<file path="src/rtl/serial_add_ctrl.sv">
//------------------------------------------------------------------------------
// Module      : serial_add_ctrl (with helper cell fulladder)
// Description : Bit-serial adder controller. One full-adder cell is
//               time-shared across a WIDTH-bit operand pair, one bit per
//               clock, LSB first. Operands are captured on an accepted start,
//               the ripple carry is held in a register between bits, and the
//               finished sum/carry-out are presented with a one-cycle done
//               pulse. Results are held until the next accepted start.
//
// Parameters  : WIDTH  operand/sum width in bits, legal range 1..32
//
// Ports       : clk    in   1      rising-edge clock
//               rst_n  in   1      asynchronous active-low reset
//               start  in   1      begin an addition (ignored while busy)
//               a      in   WIDTH  operand A, captured on the accepting edge
//               b      in   WIDTH  operand B, captured on the accepting edge
//               cin    in   1      carry-in, captured on the accepting edge
//               busy   out  1      high while bits are being processed
//               done   out  1      one-cycle pulse, sum/cout valid
//               sum    out  WIDTH  result, held until next accepted start
//               cout   out  1      carry out of the MSB, held with sum
//               ovf    out  1      signed overflow (SERIAL_ADD_OVF_EN only)
//
// Options     : SERIAL_ADD_OVF_EN  when defined, adds the ovf output and its
//                                  register; when undefined both are absent.
//
// Revision    : 1.0  initial release
//------------------------------------------------------------------------------

`default_nettype none

//------------------------------------------------------------------------------
// fulladder : single-bit combinational full adder
//   a_i, b_i, c_i : addend bits and carry-in
//   s_o, c_o      : sum bit and carry-out
//------------------------------------------------------------------------------
module fulladder (
  input  logic a_i,
  input  logic b_i,
  input  logic c_i,
  output logic s_o,
  output logic c_o
);

  assign s_o = a_i ^ b_i ^ c_i;
  assign c_o = (a_i & b_i) | (a_i & c_i) | (b_i & c_i);

endmodule

//------------------------------------------------------------------------------
// serial_add_ctrl : sequencer around one fulladder instance
//------------------------------------------------------------------------------
module serial_add_ctrl #(
  parameter int WIDTH = 8
) (
  input  logic             clk,
  input  logic             rst_n,
  input  logic             start,
  input  logic [WIDTH-1:0] a,
  input  logic [WIDTH-1:0] b,
  input  logic             cin,
  output logic             busy,
  output logic             done,
  output logic [WIDTH-1:0] sum,
  output logic             cout
`ifdef SERIAL_ADD_OVF_EN
  ,
  output logic             ovf
`endif
);

  // The bit counter only has to reach WIDTH-1; keep at least one bit so the
  // WIDTH=1 build still has a legal vector.
  localparam int              CNT_W      = (WIDTH > 1) ? $clog2(WIDTH) : 1;
  localparam logic [CNT_W-1:0] C_CNT_LAST = CNT_W'(WIDTH - 1);
  localparam logic [CNT_W-1:0] C_CNT_ONE  = CNT_W'(1);

  typedef enum logic [1:0] {
    IDLE = 2'd0,
    RUN  = 2'd1,
    DONE = 2'd2
  } state_t;

  state_t             state_q,  state_d;
  logic [WIDTH-1:0]   a_sh_q,   a_sh_d;
  logic [WIDTH-1:0]   b_sh_q,   b_sh_d;
  logic               carry_q,  carry_d;
  logic [CNT_W-1:0]   cnt_q,    cnt_d;
  logic [WIDTH-1:0]   sum_q,    sum_d;
  logic               cout_q,   cout_d;
`ifdef SERIAL_ADD_OVF_EN
  logic               ovf_q,    ovf_d;
`endif

  logic               fa_s;
  logic               fa_c;
  logic [WIDTH-1:0]   sum_shift;
  logic               accept;

  //----------------------------------------------------------------------------
  // The one and only datapath cell: LSBs of the shifting operands plus the
  // carry held from the previous bit.
  //----------------------------------------------------------------------------
  fulladder u_fa (
    .a_i (a_sh_q[0]),
    .b_i (b_sh_q[0]),
    .c_i (carry_q),
    .s_o (fa_s),
    .c_o (fa_c)
  );

  //----------------------------------------------------------------------------
  // New sum bits enter at the MSB and move right, so after WIDTH shifts the
  // first (LSB) result bit has arrived at position 0.
  //----------------------------------------------------------------------------
  generate
    if (WIDTH == 1) begin : g_sum_w1
      assign sum_shift = fa_s;
    end else begin : g_sum_wn
      assign sum_shift = {fa_s, sum_q[WIDTH-1:1]};
    end
  endgenerate

  // Start is honoured in IDLE and in DONE (back-to-back), never in RUN.
  assign accept = start && (state_q != RUN);

  //----------------------------------------------------------------------------
  // Next-state and datapath update
  //----------------------------------------------------------------------------
  always_comb begin
    state_d = state_q;
    a_sh_d  = a_sh_q;
    b_sh_d  = b_sh_q;
    carry_d = carry_q;
    cnt_d   = cnt_q;
    sum_d   = sum_q;
    cout_d  = cout_q;
`ifdef SERIAL_ADD_OVF_EN
    ovf_d   = ovf_q;
`endif

    case (state_q)
      IDLE: begin
        state_d = IDLE;
      end

      RUN: begin
        sum_d   = sum_shift;
        carry_d = fa_c;
        a_sh_d  = a_sh_q >> 1;
        b_sh_d  = b_sh_q >> 1;
        cnt_d   = cnt_q + C_CNT_ONE;
        if (cnt_q == C_CNT_LAST) begin
          cout_d  = fa_c;
`ifdef SERIAL_ADD_OVF_EN
          // Carry into the MSB is still in carry_q on the final bit.
          ovf_d   = carry_q ^ fa_c;
`endif
          cnt_d   = '0;
          state_d = DONE;
        end
      end

      DONE: begin
        state_d = IDLE;
      end

      default: begin
        state_d = IDLE;
      end
    endcase

    // Accept overrides the IDLE/DONE defaults above.
    if (accept) begin
      a_sh_d  = a;
      b_sh_d  = b;
      carry_d = cin;
      cnt_d   = '0;
      sum_d   = '0;
      cout_d  = 1'b0;
`ifdef SERIAL_ADD_OVF_EN
      ovf_d   = 1'b0;
`endif
      state_d = RUN;
    end
  end

  //----------------------------------------------------------------------------
  // State and datapath registers
  //----------------------------------------------------------------------------
  always_ff @(posedge clk or negedge rst_n) begin
    if (!rst_n) begin
      state_q <= IDLE;
      a_sh_q  <= '0;
      b_sh_q  <= '0;
      carry_q <= 1'b0;
      cnt_q   <= '0;
      sum_q   <= '0;
      cout_q  <= 1'b0;
`ifdef SERIAL_ADD_OVF_EN
      ovf_q   <= 1'b0;
`endif
    end else begin
      state_q <= state_d;
      a_sh_q  <= a_sh_d;
      b_sh_q  <= b_sh_d;
      carry_q <= carry_d;
      cnt_q   <= cnt_d;
      sum_q   <= sum_d;
      cout_q  <= cout_d;
`ifdef SERIAL_ADD_OVF_EN
      ovf_q   <= ovf_d;
`endif
    end
  end

  // Status outputs are pure decodes of the state register (Moore).
  assign busy = (state_q == RUN);
  assign done = (state_q == DONE);
  assign sum  = sum_q;
  assign cout = cout_q;
`ifdef SERIAL_ADD_OVF_EN
  assign ovf  = ovf_q;
`endif

endmodule

`default_nettype wire

</file>
<file path="config.mk">
export PLATFORM = sky130hd
export DESIGN_NAME = serial_add_ctrl
export DESIGN_NICKNAME = d
export VERILOG_FILES = /design/src/rtl/serial_add_ctrl.sv
export SDC_FILE = /design/constraint.sdc
export NUM_CORES = 1
export LEC_CHECK = 0
export BUFFER_PORTS_ARGS = -buffer_cell sky130_fd_sc_hd__buf_2
export CORE_UTILIZATION = 54
export CTS_CLUSTER_SIZE = 14
export DETAILED_ROUTE_END_ITERATION = 8
export HOLD_SLACK_MARGIN = 0.03
export PLACE_DENSITY_LB_ADDON = 0.15
export SYNTH_ARGS = -nofsm -noshare
export SYNTH_HDL_FRONTEND = slang
export SYNTH_SLANG_ARGS = --single-unit
</file>
<file path="constraint.sdc">
create_clock -name clk -period 1.4 [get_ports clk]
set_input_delay 0.07 -clock clk [delete_from_list [all_inputs] [get_ports clk]]
set_output_delay 0.07 -clock clk [all_outputs]
set_load 0.02 [all_outputs]
</file>
# After elaboration in Yosys (flattened, before gate mapping)
# Cells that the tools add are included.
op_classes:
  reduce_logical: 4
  muxes: 17
  bitwise: 7
  eq_ne: 5
  add_sub_neg: 1
op_table:
  columns: ["cell", "count"]
  rows:
  - ["$mux 8", 6]
  - ["$mux 3", 3]
  - ["$mux 2", 3]
  - ["$mux 1", 5]
  - ["$reduce_bool 2->1", 2]
  - ["$add 3x1->3 const B", 1]
  - ["$and 1x1->1", 3]
  - ["$eq 3x3->1 const B", 1]
  - ["$ne 3x1->1 const B", 1]
  - ["$eq 2x1->1 const B", 1]
  - ["$eq 2x2->1 const B", 1]
  - ["$ne 2x1->1 const B", 1]
  - ["$or 1x1->1", 2]
  - ["$reduce_and 2->1", 1]
  - ["$xor 1x1->1", 2]
  - ["$logic_and 1x1->1", 1]
word_totals:
  regBits: 31
  out_inout_bits: 11
  elab_cells: 41

# Depth between registers and ports, before layout
depth:
  word_depth: 6
  depth_mapped: 6

# By module
# Synthesis repeated with hierarchy kept, for this count alone.
unflattened:
  hier_cells: 131
  area_unflattened_um2: 1441.4
by_module_without_submodules:
  columns: ["mod", "cells_each", "seq_area_each_um2", "area_per_inst_um2", "n_inst"]
  rows:
  - ["serial_add_ctrl", 130, 775.7, 1421.4, 1]
  - ["fulladder", 1, 0.0, 20.0, 1]

# Worst setup path before layout
# No wires, ideal clock.
synth_path:
  path_type: "register to register"
  startpoint: "register cnt_q[0]"
  endpoint: "register cout_q, in the netlist cout"
  t_arrival_ps: 992
  n_path_buf: 0
  setup_time_ps: 126
  synth_period_minus_slack_ps: 1119
  slack_ps: 281
  path_stages_with_launch: 5
  cell_sequence: "dfrtp_1 > ha_1 > ha_1 > mux2i_1 > o21ai_0"
synth_between:
  elab_chain_len: 3
synth_rtl:
  columns: ["item", "line_no", "rtl"]
  rows:
  - ["from (decl)", "88", "logic [CNT_W-1:0] cnt_q, cnt_d;"]
  - ["from (signal assigned)", "208", "cnt_q <= cnt_d;"]
  - ["$eq 3x3->1", "153", "if (cnt_q == C_CNT_LAST) begin"]
  - ["$reduce_bool 2->1 (no source line)", null, null]
  - ["$reduce_and 2->1 (no source line)", null, null]
  - ["to (signal assigned)", "210", "cout_q <= cout_d;"]
  - ["to (decl)", "90", "logic cout_q, cout_d;"]
# Every way passes these cells.
# A chain may end at the register's enable or synchronous reset.

# Final worst setup path
layout_path:
  startpoint: "register state_q[1]"
  endpoint: "output busy"
layout_between:
  elab_chain_len: 1
layout_rtl:
  columns: ["item", "line_no", "rtl"]
  rows:
  - ["from (decl)", "84", "state_t state_q, state_d;"]
  - ["from (signal assigned)", "204", "state_q <= state_d;"]
  - ["$eq 2x1->1", "218", "assign busy = (state_q == RUN);"]
  - ["to (decl)", "62", "output logic busy,"]
# Every way passes these cells.

==> summary.txt <==
final setup violation count -> 0
die width -> 55.8 µm
max-cap viol count -> 0
Layout Skew -> 7.59 ps
Hold Vio Cnt, Final -> 0
CTS sink cnt -> 31
GRT Util Overall -> 20.9%
Iteration-0 DRC Markers -> 15
Hold Path Sink -> b_sh_q[2]
sequential power share -> 40.1%
crit path time final -> 1330 ps
critical-path cell list -> nand2b_4, inv_16, buf_2
Seq/Total Area, Yosys -> 49.6%
first-pass GRT wire length -> 4930 µm
total power -> 3.71 mW
Leakage -> 0.990 nW
port bufs -> 30
crit-path max cell delay -> 410 ps
core area -> 2760 µm²
antenna violations before repair -> 0
R2R depth -> 5
Switching Power -> 1.51 mW
clk buf depth -> 2
Critical Path End Type -> primary output
dpl hpwl -> 1770 µm
Chip Height -> 55.8 µm
Slew Limit Fails -> 0
hold path start -> b[2]
Initial Utilization -> 56.7%
switching part of the total power -> 40.6%
Hold WC Path Type -> input pin to flop
share of cells above drive strength 1 -> 35.3%
DRC violations left -> 0
highest clock rate -> 751 MHz
H-tree levels -> 2
Worst VDD drop -> 1.58 mV
Synthesized Nets -> 159
Antenna diodes -> 0
CTS buffer count -> 5
fin crit share -> 95.2%
worst hold path cell count -> 3
via count -> 1,133
Gate Count Post-Synth -> 136
setup_tns -> 0 ps
pin count of the biggest net entering global routing -> 32
RSZ-0062 raised after global routing -> false
CP arrival -> 1260 ps
final worst setup slack -> 67.7 ps
pre-CTS setup slack -> 196 ps
Avg Cell Area, Syn -> 11.5 µm²
Area Growth Syn to Fin -> 21.5%
CTS tree -> done
Via density -> 5.27
reg2reg end -> sum[3]
Worst EP required -> 1330 ps
Slew HR -> 55.2%
worst reg2reg path startpoint -> state_q[1]
clock share of power -> 15.7%
later-pin clock latency in the skew report -> 320 ps
combinational power share -> 44.2%
synth warn -> 0
clk slew on worst S/H paths -> 90 ps
Nets -> 206
Clock Tree Root -> clkbuf_4
Slew @ Worst Pin -> 673 ps
critical setup path kind -> flop to primary output
Cell Area, Synth -> 1560 µm²
vias in the first global route -> 1,141
cell row count -> 19
# IOs -> 31
Final ANT Viol Nets -> 0
Max stage delay cell, worst path -> dfrtp_1
CP startpoint kind -> flop
PwrDens -> 1950 nW/µm²
Distinct cells, synth -> 23
critical path startpoint -> state_q[1]
RePlAce Congestion -> 0.703
worst-path fanout max -> 21
Reg2Reg Setup Slack -> 190 ps
Synth Register Bits -> 31
die area -> 3110 µm²
drt pass-1 iters -> 4
Int Power -> 2.20 mW
Routed WL per cell -> 13.2 µm
gr ovfl total -> 0
WL final -> 2850 µm
status -> complete, no violations
## what timing repair did
action	4_1_cts	5_1_grt
resized for setup	1	0
hold buffers	11	1
endpoints found under the setup margin	1	1
hold endpoints to repair	41	1
buffers inserted	0	4
cloned	2	0
## how the worst max path moves through the flow
stage | end | slack [ps] | cells past startpoint
finish | busy | 70 | 3
global route | busy | 3 | 3
CTS | busy | 20 | 3
detailed placement | cout | 200 | 5
global placement | cout | 240 | 4
floorplan | cout | 280 | 4
## sequential cells by signal (all words and copies together), names as in the netlist
signal and cells:
a_sh_q 8, sum 8, b_sh_q 8, state_q 2, carry_q 1, cout 1, cnt_q 3
## synth_stat cells, drive strengths merged
master	n	share of area [%]
fa	1	1.3
buf	7	6.2
o21ai	17	9.3
mux2i	17	11
and2b	1	0.56
nand3b	12	5.8
nand2	34	8.2
clkbuf	2	1.1
nor2	2	0.48
o31ai	1	0.48
dfrtp	31	50
o211a	1	0.64
nand2b	1	0.88
ha	2	1.6
and2	1	0.48
inv	5	2.0
a21oi	1	0.56
## kinds of logic (layout without fill, tap and decap cells)
group                    Yosys count  in the layout  synth area share [%]
AO/OA/AOI/OAI                     20             20                  11.0
adder cells (fa/ha/maj)            3              3                  2.88
buffers and inverters             14             61                  9.29
flip-flops                        31             31                  49.6
multiplexers                      17             17                  10.9
AND/OR/NAND/NOR                   51             52                  16.3
## power by group through the flow
stage	Combinational [mW]	Clock [mW]	Sequential (mW)
floorplan	1.27	0	1.59
global placement	1.42	0	1.47
detailed placement	1.48	0	1.49
CTS	1.58	0.595	1.49
global route	1.83	0.632	1.54
finish	1.64	0.581	1.49
## worst max-delay path: cells and delay by family, from the launching register on
kind / cells / cell delay (ps)
and+or+nand+nor: 1 / 230
DFF: 1 / 410
buffers and inverters: 2 / 300
## per-layer routing
metal | vias to the layer above | global-route usage [%] | wire, µm
li1 | 553 | - | -
met1 | 548 | 23.7 | 1230
met2 | 26 | 35.8 | 1470
met3 | 6 | 5.81 | 96
met4 | 0 | 10.7 | 46
met5 | - | 0 | 0
## cells in the final DEF, fill, tap and decap left out, drive strengths merged
cell,synthesis,final
a21oi,1,1
and2,1,1
and2b,1,1
buf,7,35
clkbuf,2,8
dfrtp,31,31
dlygate4sd3,0,12
fa,1,1
ha,2,2
inv,5,6
mux2i,17,17
nand2,34,34
nand2b,1,2
nand3b,12,12
nor2,2,2
o211a,1,1
o21ai,17,17
o31ai,1,1
## stage by stage
| step | std cells | util (%) | hold slack, ps | cell area [µm²] |
|---|---|---|---|---|
| floorplan | 136 | - | -226 | 1560 |
| global placement | 189 | 60.1 | 142 | 1660 |
| detailed placement | 189 | 60.1 | 150 | 1660 |
| CTS | 210 | 67.4 | 31.1 | 1860 |
| global route | 215 | 68.8 | 36.0 | 1900 |
| finish | 215 | 68.8 | 38.2 | 1900 |
## layout make-up
| class | instances | area, µm² |
|---|---|---|
| clock buffers | 8 | 68.8 |
| repair buffers | 47 | 320 |
| well taps | 31 | 38.8 |
| inverters | 5 | 35.0 |
| multi-input cells | 92 | 651 |
| repair inverters | 1 | 8.76 |
| fillers | 220 | 860 |
| flip-flops and latches | 31 | 776 |
No activity file was read; power rests on OpenSTA's default activity.
